File: config.mk
export PLATFORM = sky130hd
export DESIGN_NAME = seq_divider
export DESIGN_NICKNAME = d
export VERILOG_FILES = /design/src/rtl/div_pkg.sv /design/src/rtl/div_step.sv /design/src/rtl/seq_divider.sv
export SDC_FILE = /design/constraint.sdc
export NUM_CORES = 1
export LEC_CHECK = 0
export BUFFER_PORTS_ARGS = -buffer_cell sky130_fd_sc_hd__clkbuf_2
export CAP_MARGIN = 20
export CELL_PAD_IN_SITES_DETAIL_PLACEMENT = 1
export CELL_PAD_IN_SITES_GLOBAL_PLACEMENT = 1
export CORE_MARGIN = 2
export CORE_UTILIZATION = 41
export CTS_CLUSTER_DIAMETER = 60
export DETAILED_ROUTE_END_ITERATION = 10
export PLACE_DENSITY = 0.77
export SLEW_MARGIN = 20
export SYNTH_ARGS = -nofsm -noshare
export SYNTH_HDL_FRONTEND = slang
export SYNTH_HIERARCHICAL = 1
export SYNTH_SLANG_ARGS = --single-unit
File: constraint.sdc
create_clock -name clock -period 3.3 [get_ports clock]
set_input_delay 0.33 -clock clock [delete_from_list [all_inputs] [get_ports clock]]
set_output_delay 0.33 -clock clock [all_outputs]
set_load 0.03 [all_outputs]
File: src/rtl/div_pkg.sv
// Shared constants for the sequential divider and the control unit that drives it.
package div_pkg;

  typedef logic [2:0] state_t;

  localparam state_t S_IDLE  = 3'd0;
  localparam state_t S_PREP  = 3'd1;
  localparam state_t S_ITER  = 3'd2;
  localparam state_t S_FIXUP = 3'd3;
  localparam state_t S_DONE  = 3'd4;

  // ALU opcode that routes to this unit instead of the old single-cycle path
  localparam logic [4:0] ALU_OP_DIV = 5'd13;

endpackage

File: src/rtl/div_step.sv
// One restoring-division iteration: shift {rem,quo} left, trial-subtract the divisor.
module div_step #(
  parameter int WIDTH = 32
) (
  input  logic [WIDTH-1:0] rem,
  input  logic [WIDTH-1:0] quo,
  input  logic [WIDTH-1:0] dmag,
  output logic [WIDTH-1:0] rem_nx,
  output logic [WIDTH-1:0] quo_nx
);

  logic [WIDTH:0] shifted, trial;

  // rem < dmag on entry, so trial's top bit is a clean sign of (shifted - dmag)
  always_comb begin
    shifted = {rem, quo[WIDTH-1]};
    trial   = shifted - {1'b0, dmag};
    if (!trial[WIDTH]) begin
      rem_nx = trial[WIDTH-1:0];
      quo_nx = {quo[WIDTH-2:0], 1'b1};
    end else begin
      rem_nx = shifted[WIDTH-1:0];
      quo_nx = {quo[WIDTH-2:0], 1'b0};
    end
  end

endmodule

File: src/rtl/seq_divider.sv
// Multi-cycle restoring divider with start/done handshake and divide-by-zero flag.
module seq_divider
  import div_pkg::*;
#(
  parameter int WIDTH     = 32,
  parameter bit SIGNED_EN = 1'b1
) (
  input  logic                 clock,
  input  logic                 clear,
  input  logic                 start,
  input  logic                 signed_op,
  input  logic [WIDTH-1:0]     dividend,
  input  logic [WIDTH-1:0]     divisor,
  output logic                 busy,
  output logic                 done,
  output logic                 div_by_zero,
  output logic [WIDTH-1:0]     quotient,
  output logic [WIDTH-1:0]     remainder,
  output logic [2*WIDTH-1:0]   zresult
);

  localparam int CW = $clog2(WIDTH + 1);

  state_t           state, state_nx;
  logic [WIDTH-1:0] dvd_l, dvs_l, dmag, r_acc, q_acc, r_nx, q_nx;
  logic [WIDTH-1:0] a_mag, b_mag;
  logic             mode_l, neg_q, neg_r, sgn, a_neg, b_neg;
  logic [CW-1:0]    cnt;

  // abs(MIN) wraps back to MIN, which is the correct unsigned magnitude 2^(WIDTH-1)
  assign sgn   = SIGNED_EN & mode_l;
  assign a_neg = sgn & dvd_l[WIDTH-1];
  assign b_neg = sgn & dvs_l[WIDTH-1];
  assign a_mag = a_neg ? -dvd_l : dvd_l;
  assign b_mag = b_neg ? -dvs_l : dvs_l;

  div_step #(.WIDTH(WIDTH)) u_step (
    .rem    (r_acc),
    .quo    (q_acc),
    .dmag   (dmag),
    .rem_nx (r_nx),
    .quo_nx (q_nx)
  );

  always_ff @(posedge clock or negedge clear) begin
    if (!clear) state <= S_IDLE;
    else        state <= state_nx;
  end

  always_comb begin
    state_nx = state;
    case (state)
      S_IDLE:  if (start) state_nx = S_PREP;
      S_PREP:  state_nx = (dvs_l == '0) ? S_DONE : S_ITER;
      S_ITER:  if (cnt == CW'(1)) state_nx = S_FIXUP;
      S_FIXUP: state_nx = S_DONE;
      S_DONE:  state_nx = S_IDLE;
      default: state_nx = S_IDLE;
    endcase
  end

  always_comb begin
    busy = (state != S_IDLE);
    done = (state == S_DONE);
  end

  always_ff @(posedge clock or negedge clear) begin
    if (!clear) begin
      dvd_l <= '0; dvs_l <= '0; mode_l <= 1'b0;
      r_acc <= '0; q_acc <= '0; dmag <= '0; cnt <= '0;
      neg_q <= 1'b0; neg_r <= 1'b0;
      quotient <= '0; remainder <= '0; div_by_zero <= 1'b0;
    end else begin
      case (state)
        S_IDLE: if (start) begin
          dvd_l       <= dividend;
          dvs_l       <= divisor;
          mode_l      <= signed_op;
          div_by_zero <= 1'b0;
        end
        S_PREP: if (dvs_l == '0) begin
          quotient    <= '1;
          remainder   <= dvd_l;
          div_by_zero <= 1'b1;
        end else begin
          r_acc <= '0;
          q_acc <= a_mag;
          dmag  <= b_mag;
          neg_q <= a_neg ^ b_neg;
          neg_r <= a_neg;
          cnt   <= CW'(WIDTH);
        end
        S_ITER: begin
          r_acc <= r_nx;
          q_acc <= q_nx;
          cnt   <= cnt - CW'(1);
        end
        S_FIXUP: begin
          quotient  <= neg_q ? -q_acc : q_acc;
          remainder <= neg_r ? -r_acc : r_acc;
        end
        default: ;
      endcase
    end
  end

  assign zresult = {remainder, quotient};

endmodule

# == Word-level counts from Yosys, hierarchy flattened ==
# Index checks and enable logic that the tools add are counted.
# totals
latch_bits,0
wordCells,67
ram_bits,0
in_bits,68
mem_bits_ro,0
n_memories,0
regBits,237
out_inout_bits,131
# op_classes
add_sub_neg,6
n_reduce_logical,12
n_div,0
eq_ne,9
n_mul,0
mux,23
n_bitwise,4
n_lt_le_gt_ge,0
shifts,0
# ops
cell,n
32-bit two-way mux,9
32-bit one-hot mux with 2 select lines,4
32-bit negator,4
33-bit by 32-bit subtractor with 33-bit output,1
32-bit logical NOT,1
3-bit one-hot mux with 4 select lines,1
6-bit one-hot mux with 2 select lines,1
2-bit AND reduction,5
3-bit two-way mux,3
"2-bit != test, second input constant",4
"3-bit by 2-bit == test with 1-bit output, second input constant",2
"6-bit by 1-bit == test with 1-bit output, second input constant",1
6-bit two-way mux,1
2-bit nonzero test,3
"6-bit by 1-bit subtractor with 6-bit output, second input constant",1
"3-bit by 1-bit == test with 1-bit output, second input constant",1
"3-bit == test, second input constant",1
3-bit logical NOT,1
1-bit two-way mux,3
3-bit AND reduction,1
3-bit nonzero test,1
1-bit AND,2
1-bit one-hot mux with 2 select lines,1
1-bit inverter,1
1-bit XOR,1

# == Longest topological paths before layout ==
# Gate-level depths: netlist of run 1.
# depth
word_depth,4
ltp_mapped,15
depth_no_buf,14

# == Cells and area by module ==
# The synthesis of run 1 kept the hierarchy.
# modules_own_cells
mod,instances,seq_area_each_um2,cells_per_inst,area_each_um2
seq_divider,1,5930.7,1238,12623.4
div_step,1,0.0,342,2488.6

# == Worst setup path after synthesis of run 1 ==
# OpenSTA, ideal clock, no wires.
# synth_timing
path_kind,reg-to-reg
startpoint,register q_acc[31]
endpoint,register r_acc[13]
setup_ns,0.121
n_path_buf,1
arrival_ns,3.102
stages_incl_launch_ff,16
t_required_ns,3.179
period_less_slack_ns,3.223
setup_slack_ns,0.077
path_cell_list,dfrtp_1 -> inv_1 -> ha_1 -> fa_1 -> and2b_1 -> o2111ai_1 -> a21oi_2 -> o2111ai_1 -> a211oi_2 -> nor2_2 -> mux2i_1 -> and2_4 -> inv_2 -> buf_6 -> mux2_4 -> a22o_1
# synth_via
elab_chain_len,3
# synth_lines
element,line,text
"start, declared",seq_divider.sv:25,"logic [WIDTH-1:0] dvd_l, dvs_l, dmag, r_acc, q_acc, r_nx, q_nx;"
"start signal, assigned",seq_divider.sv:87,q_acc <= a_mag;
"start signal, assigned",seq_divider.sv:95,q_acc <= q_nx;
33-bit by 32-bit subtractor with 33-bit output,div_step.sv:17,"trial = shifted - {1'b0, dmag};"
32-bit two-way mux,div_step.sv:18,if (!trial[WIDTH]) begin
via r_nx[13],seq_divider.sv:25,
32-bit one-hot mux with 2 select lines,seq_divider.sv:74,case (state)
"end signal, assigned",seq_divider.sv:94,r_acc <= r_nx;
"end, declared",seq_divider.sv:25,
# The timed path passes the listed nets, and every way through them passes these cells.
# A chain may end at the register's enable or synchronous reset.

# == Worst setup path in the final report of run 1 ==
# layout_timing
startpoint,register q_acc[31]
endpoint,register r_acc[3]
# Same word-level chain as after synthesis.

==> results.md, run 1 <==
- Total number of nets in the final design: roughly 1,800
- Worst path required time: 3750 ps
- Count of input and output buffers: 198
- Proportion of layout cells with a drive suffix above 1: 25.2%
- Reg2reg path depth: 15
- Cell taking the most area after synthesis: dfrtp_1
- Clock period minus worst slack: roughly 3300 ps
- Post-route setup slack: 38.3 ps
- Vias per inst: 5.84
- Top-level port count: 199
- Clk Tree Root Cell: clkbuf_16
- Total number of vias: roughly 13,000
- Overall die height: ~200 µm
- Placed cells: 2,121
- Violation count after the first detailed-route iteration: 763
- Clk sinks: 237
- CORE AREA: 0.0364 mm²
- Effective utilization at floorplan: 41.5%
- Worst-case hold slack: 27.0 ps
- Worst flop-to-flop path startpoint: q_acc[31]$_DFFE_PN0P_
- Crit path top cell by count: o2111ai_2
- Initial antenna violation count: 0
- Routability Congestion: 0.845
- Placement Setup Slack: -123 ps
- Top cells by instance count after synthesis: 237 x dfrtp_1, 136 x o21ai_0, 98 x buf_4
- Reg-to-reg endpoint: r_acc[3]$_DFFE_PN0P_
- Number of buffers created by CTS: 29
- Clock network latency to the later pin of the worst-skew pair: 590 ps
- Total nets after synthesis: around 1,700
- Number of maximum-capacitance violations: 0
- Global-route wire length before repair: around 79 mm
- Post-route clock skew: around 20 ps
- CP endpoint kind: flop
- Min-delay worst type: primary input to flop
- CP top delay family: compound AO/OA/AOI/OAI gates
- Library cells used by synthesis: 85
- Post-route insts no fill: 2,232
- Max clock buf depth: 3
- Peak per-stage delay on the critical path: 380 ps
- Fill cell instance count of the final layout: 4,152
- Diodes inserted: 0
- CP Data Arrival Time: 3710 ps
- Residual DRC count: 0
- Register-to-register path setup slack: 40 ps
- Length of the first detailed-routing pass in iterations: 5
- Cell-by-cell listing of the critical path: inv_2, ha_4, fa_2, and2b_1, o2111ai_2, a21oi_2, o2111ai_2, a211oi_2, nor2_2, mux2i_1, and2_4, inv_8, buf_12, mux2_4, a22o_1
- Sequential cell area: 0.00593 mm²
- H-tree depth reported by CTS: 1
- Multi-input gate area: between 0.007 and 0.008 mm²
- Launch point of the worst path: q_acc[31]$_DFFE_PN0P_
- Clock tree from TritonCTS: yes
- Worst min-delay path startpoint: dividend[21]
- Number of nets with antenna violations after detailed routing: 0
- Highest net fanout along the worst path: 6
- Floorplan die area: 0.0384 mm²
- Destination of the critical timing path: r_acc[3]$_DFFE_PN0P_
- Largest cells by area after synthesis: dfrtp_1 39%, xor2_1 5.0%, buf_4 4.9%
- Unrepaired setup endpoints after global routing: yes
- Register clock-pin slew on the reported worst setup and hold paths: around 60 ps
- Highest Clock Rate: a little over 300 MHz
- Yosys top cell area share: 39.2%
- Slew of the pin with the lowest slew margin: about 820 ps
- Count leader, synth: dfrtp_1
- EDFF count, synth: 0
- Overall track demand over capacity in global routing: 25.8%
- Worst path buffer plus inverter count: 3
- Critical-path cell with the highest stage delay: dfrtp_1
- Sequential cell area fraction in the yosys report: 39.2%
- Slew Limit Headroom: a little under half
- Total stage count of the critical path: 15
- Estimated wirelength of the detail-placed design: around 35 mm
- Count of state elements after synthesis: 237
- Maximum number of pins on one net before global-route repair: 93
- Average footprint of a synthesized cell: between 9 and 10 µm²
- Post-DR wirelength/cell: between 20 and 25 µm
- Number of warning messages in the yosys log: 6
- Total setup violations reported at the end of the flow: 0
- Category of the worst setup path launch point: flop
- Most common flop cell mapped by yosys: dfrtp_1
- Row count: 70
- Fin crit share: 98.8%
- Routed WL: 50.1 mm
- Gate count of the mapped netlist: between 1,500 and 2,000
- Outcome: completed
- Combined area of all synthesized cells: 0.0151 mm²
- Signed area change from the synthesized netlist to the final layout: 18.5%
- Global route overflow: 0
- Via count of the first global-routing pass: 13,575
- Crit Path Category: flop to flop
- Final hold vios: 0
- Utilization of the core after routing: about half
- DIE WIDTH: 196 µm
- Final max-slew violation count: 0
- Ys async rst share: 100%
## state kept, by name (all words and copies together), names as in the netlist, 3 cells and up
| register | count |
|---|---|
| dvd_l | 32 |
| q_acc | 32 |
| quotient | 32 |
| r_acc | 32 |
| dvs_l | 32 |
| cnt | 6 |
| remainder | 32 |
| dmag | 32 |
| state | 3 |
## metal layers
metal | track usage, % | up-vias | wire length, µm
li1 | - | 5979 | -
met5 | 0 | - | 0
met3 | 3.80 | 81 | 2390
met1 | 32.9 | 6609 | 21200
met4 | 7.94 | 0 | 1630
met2 | 45.3 | 360 | 24900
## cell usage in the layout (no fill, tap or decap), types with 11 or more instances in the layout
master / Yosys / routed
dlygate4sd3_1: 0 / 52
or4_1: 11 / 11
nor4_1: 20 / 20
xnor2_1: 61 / 61
a31oi_1: 23 / 23
o41ai_1: 19 / 19
buf_4: 98 / 69
a21oi_1: 55 / 54
clkbuf_2: 3 / 197
o21ai_1: 12 / 12
o31ai_1: 29 / 29
nor2_1: 53 / 53
dfrtp_1: 237 / 236
a22o_1: 30 / 30
nand3_1: 67 / 67
xor2_1: 87 / 87
ha_1: 38 / 37
nor3_1: 37 / 37
mux2_4: 19 / 21
or3_1: 13 / 13
o21ai_0: 136 / 136
clkbuf_16: 0 / 31
mux2_2: 59 / 59
mux2i_1: 24 / 24
a21o_1: 19 / 19
a2bb2oi_1: 19 / 19
inv_1: 52 / 51
nand2_1: 82 / 81
o211ai_1: 27 / 27
## worst reg2reg max path, delay by kind of cell, from the launching register on
family | cells | cell delay (ps)
flip-flops | 1 | 380
adder cells (fa/ha/maj) | 2 | 500
AND/OR/NAND/NOR | 3 | 530
AO/OA/AOI/OAI | 5 | 960
buffers and inverters | 3 | 260
multiplexers | 2 | 500
## stage by stage
stage / cell area (µm²) / TNS [ps]
after floorplan: 15100 / 0
after global placement: 16200 / -9.69
after detailed placement: 16200 / -2200
after CTS: 17800 / 0
after global routing: 17900 / -1690
final: 17900 / 0
## cell type report
type	instances	share of cell area, %
Tap cell	468	3.27
Clock inverter	9	0.929
Clock buffer	45	4.94
Timing Repair Buffer	329	12.6
Inverter	55	1.21
Multi-Input combinational cell	1089	44.0
Sequential cell	237	33.1
## kinds of logic (layout without fill, tap and decap cells)
group | count (synthesis) | after routing | share of synthesized area (%)
AO/OA/AOI/OAI | 433 | 433 | 19.2
AND/OR/NAND/NOR | 365 | 365 | 12.7
buffers and inverters | 254 | 438 | 9.02
flip-flops | 237 | 237 | 39.2
XOR/XNOR | 148 | 148 | 8.58
multiplexers | 104 | 104 | 8.02
adder cells (fa/ha/maj) | 39 | 39 | 3.28
## worst min-delay path by stage
stage / endpoint / depth (start not counted)
global placement: quotient[12]$_DFFE_PN0P_ / 1
floorplan: cnt[0]$_DFFE_PN0P_ / 0
detailed placement: quotient[11]$_DFFE_PN0P_ / 1
finish: dvd_l[21]$_DFFE_PN0P_ / 2
CTS: dvd_l[16]$_DFFE_PN0P_ / 2
global route: dvd_l[16]$_DFFE_PN0P_ / 2
## repair_timing
item,CTS,global route
endpoints found under the setup margin,23,23
gates cloned,0,2
pin swaps,2,0
resized for setup,4,9
hold endpoints to repair,135,0
hold buffers,52,0
setup buffers,1,2
Power of run 1 is not shown: default switching activity piles up to over one toggle a cycle in this logic, so the estimate is an artifact.
==> run 2: changes to the inputs <==
- PLACE_DENSITY: 0.77 -> 0.88
==> run 2 against run 1 <==
Compared with the run above:
- the run now ends with setup timing left
- clock-buffer cell count decreased by 4
- worst setup slack worse by 140 ps
- utilization decreased by 0.61 points
- clock skew down 1.9 ps
- die area unchanged
- via count is 3.4% higher
- maximum frequency fell by 4.0%
- sequential cell count is the same
- highest routed layer unchanged
==> results.md, run 2 (same netlist as run 1, synthesis figures left out) <==
- Post-route clock skew: approximately 18 ps
- Register-to-register path setup slack: -100 ps
- Placement Setup Slack: -147 ps
- Post-route insts no fill: 2,217
- Number of nets with antenna violations after detailed routing: 0
- Multi-input gate area: 0.00791 mm²
- Reg-to-reg endpoint: r_acc[13]$_DFFE_PN0P_
- Violation count after the first detailed-route iteration: 851
- Clk Tree Root Cell: clkbuf_16
- CP Data Arrival Time: 3840 ps
- Total number of vias: 13,476
- Initial antenna violation count: 0
- Clock network latency to the later pin of the worst-skew pair: approximately 570 ps
- Number of buffers created by CTS: 29
- Diodes inserted: 0
- Clk sinks: 237
- Vias per inst: about 6.1
- Outcome: finished, violations left
- Slew Limit Headroom: 43.8%
- Overall track demand over capacity in global routing: 27.2%
- Highest net fanout along the worst path: 6
- Residual DRC count: 0
- Post-route setup slack: -96.9 ps
- Effective utilization at floorplan: 41.5%
- Most common library cell in the layout ignoring fill and taps: dfrtp_1
- Register clock-pin slew on the reported worst setup and hold paths: approximately 60 ps
- Violations in the final reports: setup timing
- Global route overflow: 0
- Routability Congestion: 0.896
- Post-DR wirelength/cell: 24.0 µm
- Routed WL: 53.2 mm
- Crit Path Category: flop to flop
- Global-route wire length before repair: 82.5 mm
- Worst path required time: ~3800 ps
- Length of the first detailed-routing pass in iterations: 5
- Overall die height: 196 µm
- Most used cells in the layout excluding fill and tap cells: 236 x dfrtp_1, 197 x clkbuf_2, 135 x o21ai_0, 87 x xor2_1, 81 x nand2_1
- Clock tree from TritonCTS: yes
- Final hold vios: 0
- Clock period minus worst slack: around 3400 ps
- Reg2reg path depth: 15
- Slew of the pin with the lowest slew margin: 839 ps
- DIE WIDTH: around 200 µm
- Number of maximum-capacitance violations: 0
- Launch point of the worst path: q_acc[31]$_DFFE_PN0P_
- Min-delay worst type: primary input to flop
- Critical-path cell with the highest stage delay: dfrtp_1
- Max clock buf depth: 3
- Unrepaired setup endpoints after global routing: yes
- Worst flop-to-flop path startpoint: q_acc[31]$_DFFE_PN0P_
- Highest Clock Rate: between 200 and 300 MHz
- Category of the worst setup path launch point: flop
- Count of input and output buffers: 198
- Total number of nets in the final design: 1,836
- Placed cells: 2,126
- CORE AREA: 0.0364 mm²
- Fill cell instance count of the final layout: 4,128
- Destination of the critical timing path: r_acc[13]$_DFFE_PN0P_
- Via count of the first global-routing pass: 14,365
- H-tree depth reported by CTS: 1
- Total setup violations reported at the end of the flow: 22
- Top-level port count: 199
- Cell-by-cell listing of the critical path: inv_2, ha_4, fa_2, and2b_2, o2111ai_4, a21oi_4, o2111ai_2, a211oi_2, nor2_2, mux2i_2, and2_4, inv_6, buf_12, mux2_4, a22o_1
- CP endpoint kind: flop
- Signed area change from the synthesized netlist to the final layout: 17.1%
- Sequential cell area: 0.00593 mm²
- Fin crit share: 103%
- Floorplan die area: 0.0384 mm²
- Final max-slew violation count: 0
- Proportion of layout cells with a drive suffix above 1: roughly a quarter
- Maximum number of pins on one net before global-route repair: 98
- Row count: 70
- Estimated wirelength of the detail-placed design: approximately 37 mm
- Peak per-stage delay on the critical path: 410 ps
- Accumulated negative setup slack: -1470 ps
[run 2: cell types whose count changed in the layout (fill, tap and decap cells not counted), sizes merged]
| cell | previous run | this run |
|---|---|---|
| clkinv | 3 | 6 |
| dlygate4sd3 | 52 | 34 |
| clkbuf | 244 | 238 |
| bufinv | 4 | 2 |
| buf | 78 | 86 |
[run 2: timing repair]
item | CTS | global route
setup endpoints to repair | 24 | 32
gates cloned | 1 | 0
resized for setup | 10 | 14
buffers inserted | 5 | 3
pin swaps | 6 | 8
hold buffers | 34 | 0
hold endpoints to repair | 125 | 0
[run 2: worst min-delay path by stage]
| stage | startpoint | end | depth (start not counted) |
|---|---|---|---|
| finish | divisor[25] | dvs_l[25]$_DFFE_PN0P_ | 3 |
| global route | dividend[7] | dvd_l[7]$_DFFE_PN0P_ | 2 |
| CTS | dividend[7] | dvd_l[7]$_DFFE_PN0P_ | 2 |
| detailed placement | clear | dvs_l[29]$_DFFE_PN0P_ | 1 |
| global placement | clear | dvs_l[29]$_DFFE_PN0P_ | 1 |
| floorplan | clear | cnt[0]$_DFFE_PN0P_ | 0 |
[run 2: layer usage]
layer,wire (µm),vias to the layer above,part of all wire (%),track usage [%]
li1,-,5931,-,-
met1,21000,6885,40,32.9
met2,26700,513,50,48.5
met3,3300,147,6.2,4.59
met4,2170,0,4.1,10.5
met5,0,-,0,0
[run 2: critical path: cells and delay by family, from the launching register on]
kind | cells | cell delay, ps
AND/OR/NAND/NOR | 3 | 560
adder cells (fa/ha/maj) | 2 | 520
buffers and inverters | 3 | 280
multiplexers | 2 | 510
flip-flops | 1 | 410
AO/OA/AOI/OAI | 5 | 1000
[run 2: per-stage QoR]
step / area (µm²) / utilization (%) / hold slack [ps]
floorplan: 15100 / - / 34.4
global placement: 16300 / 44.7 / 415
detailed placement: 16300 / 44.7 / 424
CTS: 17600 / 48.4 / 0.715
global route: 17700 / 48.6 / 5.28
finish: 17700 / 48.6 / 5.36
[run 2: area by class of cell]
class	count	share of cell area, %
multi-input combinational	1089	44.7
sequential	237	33.5
timing repair buffer	317	12.1
clock buffer	41	4.53
tap	468	3.31
inverter	55	1.21
clock inverter	10	0.622
Power of run 2 is left out for the same reason.
==> run 3: changes to the inputs <==
- CELL_PAD_IN_SITES_GLOBAL_PLACEMENT: 1 -> 2
- CORE_UTILIZATION: 41 -> 33
- PLACE_DENSITY: 0.88 -> 0.87
==> run 3 against run 2 <==
Compared with the run above:
- the flow now finishes without violations
- non-clock buffer count is 17 higher
- via count shrank 3.3%
- clock-buffer cell count increased by 3
- cell area grew 2.2%
- sequential share of layout area fell by 0.74 points
- critical endpoint is now r_acc[16]$_DFFE_PN0P_
- worst setup slack better by 120 ps
- utilization down 8.6 points
- critical path type unchanged
- wire length shrank 3.4%
- critical path depth decreased by 1
- die area rose by 24%
- register-to-register slack better by 120 ps
- sequential cell count is the same
==> results.md, run 3 (same netlist as run 1, synthesis figures left out) <==
- Outcome: completed
- Post-route setup slack: 23.6 ps
- CP Data Arrival Time: ~3700 ps
- Worst-case hold slack: 21.7 ps
- Number of maximum-capacitance violations: 0
- Final max-slew violation count: 0
- Initial antenna violation count: 1
- Worst path required time: 3760 ps
- Highest net fanout along the worst path: 7
- Highest Clock Rate: 305 MHz
- Global-route wire length before repair: 80.1 mm
- Violation count after the first detailed-route iteration: 905
- Total number of nets in the final design: 1,854
- Clk sinks: 237
- Top-level port count: 199
- Length of the first detailed-routing pass in iterations: 5
- Proportion of layout cells with a drive suffix above 1: 25.6%
- Floorplan die area: 0.0475 mm²
- Number of nets with antenna violations after detailed routing: 0
- Maximum number of pins on one net before global-route repair: 91
- Via count of the first global-routing pass: 13,637
- CORE AREA: 0.0453 mm²
- Most used cells in the layout excluding fill and tap cells: 237 x dfrtp_1, 197 x clkbuf_2, 136 x o21ai_0, 87 x xor2_1, 81 x nand2_1
- Routed WL: 51.4 mm
- Utilization of the core after routing: between 30% and 40%
- Post-route insts no fill: about 2,400
- Post-route clock skew: 14.8 ps
- Clock tree from TritonCTS: yes
- Count of input and output buffers: 198
- Max clock buf depth: 3
- Estimated wirelength of the detail-placed design: 37.0 mm
- CP endpoint kind: flop
- Unrepaired setup endpoints after global routing: yes
- Slew Limit Headroom: 38.7%
- Routability Congestion: 0.867
- Total number of vias: ~13,000
- Signed area change from the synthesized netlist to the final layout: 19.7%
- Category of the worst setup path launch point: flop
- Clock period minus worst slack: 3280 ps
- Crit Path Category: flop to flop
- Fin crit share: ~99%
- Total setup violations reported at the end of the flow: 0
- Overall track demand over capacity in global routing: between 20% and 30%
- Placed cells: 2,256
- H-tree depth reported by CTS: 1
- Slew of the pin with the lowest slew margin: 920 ps
- Effective utilization at floorplan: roughly a third
- Final hold vios: 0
- Post-DR wirelength/cell: 21.7 µm
- Vias per inst: around 5.5
- Overall die height: about 220 µm
- Clk Tree Root Cell: clkbuf_16
- Clock network latency to the later pin of the worst-skew pair: ~580 ps
- Number of buffers created by CTS: 30
- Register clock-pin slew on the reported worst setup and hold paths: around 60 ps
- Placement Setup Slack: -83.9 ps
- Global route overflow: 0
- Residual DRC count: 0
- Diodes inserted: 0
- Row count: 78
- DIE WIDTH: 218 µm
- Most common library cell in the layout ignoring fill and taps: dfrtp_1
- Min-delay worst type: primary input to flop
## run 3: cell count changes in the layout (fill, tap and decap cells not counted), sizes merged
cell	delta
bufinv	-1
clkbuf	+3
clkinvlp	+2
dlygate4sd3	+17
## run 3: final timing paths
check / startpoint / end / slack, ps / cells after the start
worst max-delay path: dmag[0]$_DFFE_PN0P_ / r_acc[16]$_DFFE_PN0P_ / 20 / 14
worst min-delay path: dividend[12] / dvd_l[12]$_DFFE_PN0P_ / 20 / 2
worst max register to register: dmag[0]$_DFFE_PN0P_ / r_acc[16]$_DFFE_PN0P_ / 20 / 14
worst min register to register: dmag[14]$_DFFE_PN0P_ / dmag[14]$_DFFE_PN0P_ / 510 / 2
max in group asynchronous: clear / dvd_l[10]$_DFFE_PN0P_ / 1980 / 3
min in group asynchronous: clear / dvs_l[5]$_DFFE_PN0P_ / 370 / 2
## run 3: what timing repair did
item                                   4_1_cts  5_1_grt
setup buffers                                4        6
gates resized for setup                      6        6
gates cloned                                 1        0
endpoints found under the hold margin      137        0
hold buffers                                51        0
pin swaps                                    5        5
setup endpoints to repair                   21       24
## run 3: area by class of cell
type | instances | area [µm²]
Timing Repair Buffer | 334 | 2290
Clock inverter | 11 | 98.8
Multi-Input combinational cell | 1089 | 7880
Inverter | 55 | 214
Fill cell | 5162 | 27200
Tap cell | 600 | 751
Sequential cell | 237 | 5930
Clock buffer | 44 | 925
## run 3: metrics by stage
| step | setup TNS, ps | instance area [µm²] |
|---|---|---|
| detailed placement | -1240 | 16400 |
| floorplan | 0 | 15100 |
| global placement | -290 | 16400 |
| global route | -2260 | 18100 |
| finish | 0 | 18100 |
| CTS | 0 | 18000 |
## run 3: critical path, cell delays in order (launching register included)
cell and delay [ps]:
dfrtp_1 390, ha_2 200, fa_2 340, and2b_1 230, o2111ai_2 130, a21oi_2 250
o2111ai_2 170, a211oi_2 270, nor2_2 70, mux2i_1 200, and2_4 210, inv_6 60
buf_12 140, mux2_4 300, a22o_1 210
## run 3: metal layers
metal | global-route usage (%) | vias to the layer above | share of wire [%]
met5 | 0 | - | 0
met4 | 6.62 | 0 | 3.2
met3 | 3.25 | 88 | 4.4
met2 | 36.3 | 332 | 48
met1 | 28.0 | 6638 | 44
li1 | - | 5976 | -
Power of run 3 is left out for the same reason.
